[config.mk]
export PLATFORM = sky130hd
export DESIGN_NAME = uart_tx_engine
export DESIGN_NICKNAME = d
export VERILOG_FILES = /design/src/rtl/uart_tx_engine.sv
export SDC_FILE = /design/constraint.sdc
export NUM_CORES = 1
export LEC_CHECK = 0
export CAP_MARGIN = 20
export CORE_MARGIN = 8
export CORE_UTILIZATION = 45
export DETAILED_ROUTE_END_ITERATION = 10
export GPL_TIMING_DRIVEN = 0
export PLACE_DENSITY = 0.62
export SYNTH_ARGS = -nofsm -noshare
export SYNTH_HDL_FRONTEND = slang
export SYNTH_SLANG_ARGS = --single-unit
[constraint.sdc]
create_clock -name clk -period 5.2 [get_ports clk]
set_input_delay 0.78 -clock clk [delete_from_list [all_inputs] [get_ports clk]]
set_output_delay 0.78 -clock clk [all_outputs]
set_load 0.03 [all_outputs]
[src/rtl/uart_tx_engine.sv]
// rtl/uart_tx_engine.sv - UART transmit engine: start, LSB-first data, optional parity, stop.
// Optional parity (pen/ohel inputs) is enabled by defining UART_TX_PARITY_EN.
module uart_tx_engine #(
  parameter int DATA_BITS = 8,
  parameter int BAUD_DIV  = 10416
) (
  input  logic                 clk,
  input  logic                 reset,
  input  logic                 load,
  input  logic [DATA_BITS-1:0] din,
`ifdef UART_TX_PARITY_EN
  input  logic                 pen,
  input  logic                 ohel,
`endif
  output logic                 tx,
  output logic                 tx_rdy,
  output logic                 tx_done
);

  // Shift register is sized for the longest frame; unused top bits stay at 1.
  localparam int NMAX = DATA_BITS + 3;
  localparam int CW   = $clog2(BAUD_DIV);
  localparam int BW   = $clog2(NMAX);

  typedef enum logic {IDLE, SEND} state_t;

  state_t          state_q, state_d;
  logic [CW-1:0]   baud_q, baud_d;
  logic [BW-1:0]   bit_q, bit_d;
  logic [BW-1:0]   last_q, last_d;
  logic [NMAX-1:0] sh_q, sh_d;
  logic            done_q, done_d;
  logic            par_en;
  logic            par_bit;

`ifdef UART_TX_PARITY_EN
  assign par_en  = pen;
  assign par_bit = (^din) ^ ohel;
`else
  assign par_en  = 1'b0;
  assign par_bit = 1'b1;
`endif

  always_ff @(posedge clk) begin
    if (reset) begin
      state_q <= IDLE;
      baud_q  <= '0;
      bit_q   <= '0;
      last_q  <= '0;
      sh_q    <= '1;
      done_q  <= 1'b0;
    end else begin
      state_q <= state_d;
      baud_q  <= baud_d;
      bit_q   <= bit_d;
      last_q  <= last_d;
      sh_q    <= sh_d;
      done_q  <= done_d;
    end
  end

  always_comb begin
    state_d = state_q;
    baud_d  = baud_q;
    bit_d   = bit_q;
    last_d  = last_q;
    sh_d    = sh_q;
    done_d  = 1'b0;
    case (state_q)
      IDLE: begin
        if (load) begin
          state_d = SEND;
          baud_d  = '0;
          bit_d   = '0;
          sh_d    = {1'b1, (par_en ? par_bit : 1'b1), din, 1'b0};
          // Index of the stop bit: frame length minus one, fixed per frame.
          last_d  = par_en ? BW'(DATA_BITS + 2) : BW'(DATA_BITS + 1);
        end
      end
      SEND: begin
        if (baud_q == CW'(BAUD_DIV - 1)) begin
          baud_d = '0;
          sh_d   = {1'b1, sh_q[NMAX-1:1]};
          if (bit_q == last_q) begin
            state_d = IDLE;
            done_d  = 1'b1;
            bit_d   = '0;
          end else begin
            bit_d = bit_q + BW'(1);
          end
        end else begin
          baud_d = baud_q + CW'(1);
        end
      end
      default: state_d = IDLE;
    endcase
  end

  assign tx      = sh_q[0];
  assign tx_rdy  = (state_q == IDLE);
  assign tx_done = done_q;

endmodule

Yosys cells after proc, flatten, opt, wreduce, memory -nomap -nowiden
Cells that the tools add are included.
{"block": "word_totals", "regBits": 32, "wordCells": 32}
{"block": "classes", "addsub": 2, "n_eq_ne": 4, "n_mux": 15, "bitwise_logic": 2, "reduce_logical": 3}
{"op": "$mux 14", "count": 2}
{"op": "$pmux 14 s2", "count": 1}
{"op": "$mux 11", "count": 2}
{"op": "$pmux 11 s2", "count": 1}
{"op": "$add 14x1->14 const B", "count": 1}
{"op": "$eq 14x14->1 const B", "count": 1}
{"op": "$mux 4", "count": 3}
{"op": "$pmux 4 s2", "count": 1}
{"op": "$add 4x1->4 const B", "count": 1}
{"op": "$eq 4x4->1", "count": 1}
{"op": "$mux 1", "count": 4}
{"op": "$reduce_and 2->1", "count": 2}
{"op": "$reduce_or 3->1", "count": 1}
{"op": "$ne 2x1->1 const B", "count": 1}
{"op": "$ne 2x2->1 const B", "count": 1}
{"op": "$not 1->1", "count": 2}
{"op": "$pmux 1 s2", "count": 1}

Longest topological paths before layout
{"block": "depth", "depth_word": 4, "depth_mapped": 7, "depth_no_buf": 5}

Least setup slack after synthesis
No wires, ideal clock.
{"block": "synth_path", "path_kind": "reg2reg", "startpoint": "register baud_q[0]", "endpoint": "register sh_q[1]", "setup_ps": 120, "arrival_time_ps": 1866, "t_required_ps": 5080, "slack_ps": 3214, "path_stages_with_launch": 8, "path_buffers": 2, "period_less_slack_ps": 1986, "cell_sequence": "dfxtp_1 -> ha_1 -> nand4b_1 -> or4_4 -> buf_6 -> buf_6 -> a221oi_2 -> o21bai_1"}
{"block": "synth_via", "elab_chain_cells": 3}
{"item": "start: declaration", "line_no": "28", "rtl": "logic [CW-1:0] baud_q, baud_d;"}
{"item": "start signal: assignment", "line_no": "54", "rtl": "baud_q <= baud_d;"}
{"item": "$eq 14x14->1", "line_no": "81", "rtl": "if (baud_q == CW'(BAUD_DIV - 1)) begin"}
{"item": "$ne 2x1->1 (no line)"}
{"item": "$reduce_and 2->1 (no line)"}
{"item": "end signal: assignment", "line_no": "50", "rtl": "sh_q <= '1;"}
{"item": "end signal: assignment", "line_no": "57", "rtl": "sh_q <= sh_d;"}
{"item": "end: declaration", "line_no": "31", "rtl": "logic [NMAX-1:0] sh_q, sh_d;"}
Every way passes these cells.
A chain may end at the register's enable or synchronous reset.

Final worst setup path
{"block": "layout_path", "startpoint": "register state_q", "endpoint": "output tx_rdy"}
{"block": "layout_via", "elab_chain_cells": 1}
{"item": "start: declaration", "line_no": "27", "rtl": "state_t state_q, state_d;"}
{"item": "start signal: assignment", "line_no": "53", "rtl": "state_q <= state_d;"}
{"item": "$not 1->1 (no line)"}
{"item": "end: declaration", "line_no": "16", "rtl": "output logic tx_rdy,"}
Every way passes these cells.

==> impl_metrics.env <==
export IMPL_status="complete, no violations"
export IMPL_num_antenna_cells=0
export IMPL_drive_gt1_share_pct=12.1
export IMPL_ir_worst_vdd_v=0.000127
export IMPL_drtIter0Drc=126
export IMPL_start_kind="flop"
export IMPL_h_tree_depth=2
export IMPL_skew_ps=11.9
export IMPL_clockBufferDepth=2
export IMPL_power_frac_comb_pct=12.8
export IMPL_grt_pass1_vias=1402
export IMPL_p_int_mw=0.330
export IMPL_ys_types=43
export IMPL_maxSlewHeadroom_pct=47.0
export IMPL_dpl_hpwl_um=2760
export IMPL_cpPeakStageDelay_ps=590
export IMPL_syn_to_final_growth_pct=15.3
export IMPL_worstMarginPinSlew_ps=784
export IMPL_synth_top_cells_by_count="30 x dfxtp_1, 16 x nor3_1, 14 x nand2_1"
export IMPL_crit_chain="inv_1, buf_6, clkdlybuf4s50_1"
export IMPL_antenna_left=0
export IMPL_grt_ovfl_total=0
export IMPL_period_needed_ps=2470
export IMPL_io_buffers=13
export IMPL_holdBufCountCts=0
export IMPL_routabilityCongestion=0.827
export IMPL_vias=1484
export IMPL_seq_power_share_pct=54.1
export IMPL_firstDrtPassIters=4
export IMPL_slowest_stage="clkdlybuf4s50_1"
export IMPL_power_frac_clock_pct=33.2
export IMPL_hold_viol_final=0
export IMPL_path_max_fanout=10
export IMPL_start_util_pct=45.6
export IMPL_cp_num_buf_inv=3
export IMPL_reg2reg_slack_ps=2940
export IMPL_setup_violations=0
export IMPL_syn_avg_cell_area_um2=8.78
export IMPL_rsz0062_at_grt="false"
export IMPL_p_sw_mw=0.119
export IMPL_syn_nets=200
export IMPL_ios=14
export IMPL_leakage_nw=0.670
export IMPL_power_density_mw_per_mm2=239
export IMPL_rows=22
export IMPL_grt_max_degree=11
export IMPL_drt_wl_total_um=3820
export IMPL_path_delay_family="buffers and inverters"
export IMPL_via_per_inst=5.82
export IMPL_grt_pass1_wl_um=6560
export IMPL_placed_area_mm2=0.00182
export IMPL_synth_edf_count=0
export IMPL_cp_required_ps=4420
export IMPL_grtUsageTotal_pct=13.5
export IMPL_synth_area_leaders="dfxtp_1 37%, nor3_1 4.9%, a221oi_2 3.7%"
export IMPL_synthCells=186
export IMPL_yosysTopAreaCellShare_pct=36.8
export IMPL_synthFlopType="dfxtp_1"
export IMPL_yosys_area_top_type="dfxtp_1"
export IMPL_post_cts_resize_count=0
export IMPL_yosysWarnings=0
export IMPL_chipWidth_um=76.2
export IMPL_root_buffer="clkbuf_4"
export IMPL_dieHeight_um=76.2
export IMPL_cts_inserted_buffers=5
export IMPL_timing_final_crit_share_pct=47.5
export IMPL_async_flop_share_pct=0
export IMPL_remaining_drc_errors=0
export IMPL_ys_seq_area_share_pct=36.8
export IMPL_fill_cells=357
export IMPL_synthMostInstantiatedCell="dfxtp_1"
export IMPL_dieArea_mm2=0.00581
export IMPL_slew_violations=0
export IMPL_critPathKind="reg -> out"
export IMPL_syn_area_mm2=0.00163
export IMPL_max_cap_violations=0
export IMPL_cts_clk_slew_worst_paths_ps=100
export IMPL_coreArea_mm2=0.00358
export IMPL_num_nets_final=220
export IMPL_synth_seq_cells=30
export IMPL_setup_tns_ps=0
export IMPL_p_sw_share_pct=26.5
export IMPL_cts_sinks=30
export IMPL_cts_tree="done"
export IMPL_hold_path_class="reg -> reg"
export IMPL_antenna_found_initial=0
export IMPL_end_kind="output pin"
export IMPL_cts_post_setup_buffers_inserted=0
export IMPL_crit_arrival_ps=1690
export IMPL_fmax_mhz=405
export IMPL_clkLatencyLatePin_ps=340
export IMPL_fin_area_mm2=0.00188
export IMPL_wl_per_cell_um=15.0
## cell type report
class | instances | area, um^2 | share of cell area, %
timing repair buffer | 13 | 130 | 6.91
tap | 48 | 60.1 | 3.19
inverter | 2 | 7.51 | 0.399
buffer | 12 | 92.6 | 4.92
clock buffer | 7 | 55.1 | 2.92
multi-input combinational | 142 | 932 | 49.5
clock inverter | 1 | 5.00 | 0.266
sequential | 30 | 601 | 31.9
## layout by cell type, fill, tap and decap left out, drive strengths merged, types with 2 or more instances in the layout
cell and count:
o21ai 8, a22oi 2, mux2i 2, a221oi 7, nand2b 2, nor2b 3, nand3 11, nor2 11
nor3 16, a21oi 9, and2 8, buf 9, a31oi 4, clkbuf 10, nand2 14, clkdlybuf4s50 13
or4 4, nor4 4, a22o 2, o41a 2, inv 2, ha 3, nand3b 3, o211ai 2
dfxtp 30, nand4 3, or3 2, o21bai 8
## layer usage
| layer | vias up | global-route usage, % | wire length [um] |
|---|---|---|---|
| li1 | 744 | - | - |
| met2 | 29 | 20.5 | 1700 |
| met1 | 704 | 17.0 | 1830 |
| met4 | 0 | 5.00 | 50 |
| met5 | - | 0 | 0 |
| met3 | 7 | 4.72 | 238 |
## power groups by stage
| stage | combinational, mW | sequential (mW) | clock (mW) |
|---|---|---|---|
| after global placement | 0.0562 | 0.248 | 0 |
| after CTS | 0.0579 | 0.243 | 0.155 |
| after global routing | 0.0633 | 0.244 | 0.166 |
| after detailed placement | 0.0578 | 0.248 | 0 |
| after floorplan | 0.0369 | 0.248 | 0 |
| final | 0.0574 | 0.243 | 0.149 |
## worst register-to-register path, stage by stage, from the launching register on
cell and delay, ps:
dfxtp_1 430, ha_1 240, nand4b_1 210, nor4_1 740, buf_4 310, o211ai_1 110
a21oi_1 160
## final timing paths
check,startpoint,end,cells after the start
worst min-delay path,sh_q[0],sh_q[0],2
worst max-delay path,state_q,tx_rdy,3
worst min register to register,sh_q[0],sh_q[0],2
worst max register to register,baud_q[0],bit_q[3],6
## logic make-up (layout without fill, tap and decap cells)
| logic type | count (synthesis) | in the layout | share of synthesized area [%] |
|---|---|---|---|
| buf+inv | 14 | 35 | 6.13 |
| fa+ha+maj | 3 | 3 | 2.30 |
| compound gates | 50 | 50 | 23.4 |
| flops | 30 | 30 | 36.8 |
| mux | 2 | 2 | 1.23 |
| simple gates | 86 | 86 | 29.7 |
| xor+xnor | 1 | 1 | 0.536 |
## through the flow
step	power, mW	hold WS (ps)	instances	setup slack [ps]	utilization [%]
after detailed placement	0.306	459	247	2790	50.9
after global placement	0.304	439	247	2830	50.9
after floorplan	0.285	430	186	3210	-
final	0.449	465	255	2730	52.6
after global routing	0.473	500	255	2640	52.6
after CTS	0.455	472	255	2710	52.6
## registers in the layout (all words and copies together) (netlist names)
name	cells
last_q	1
bit_q	4
tx_done	1
baud_q	14
sh_q	9
state_q	1
No activity file was read; power rests on OpenSTA's default activity.
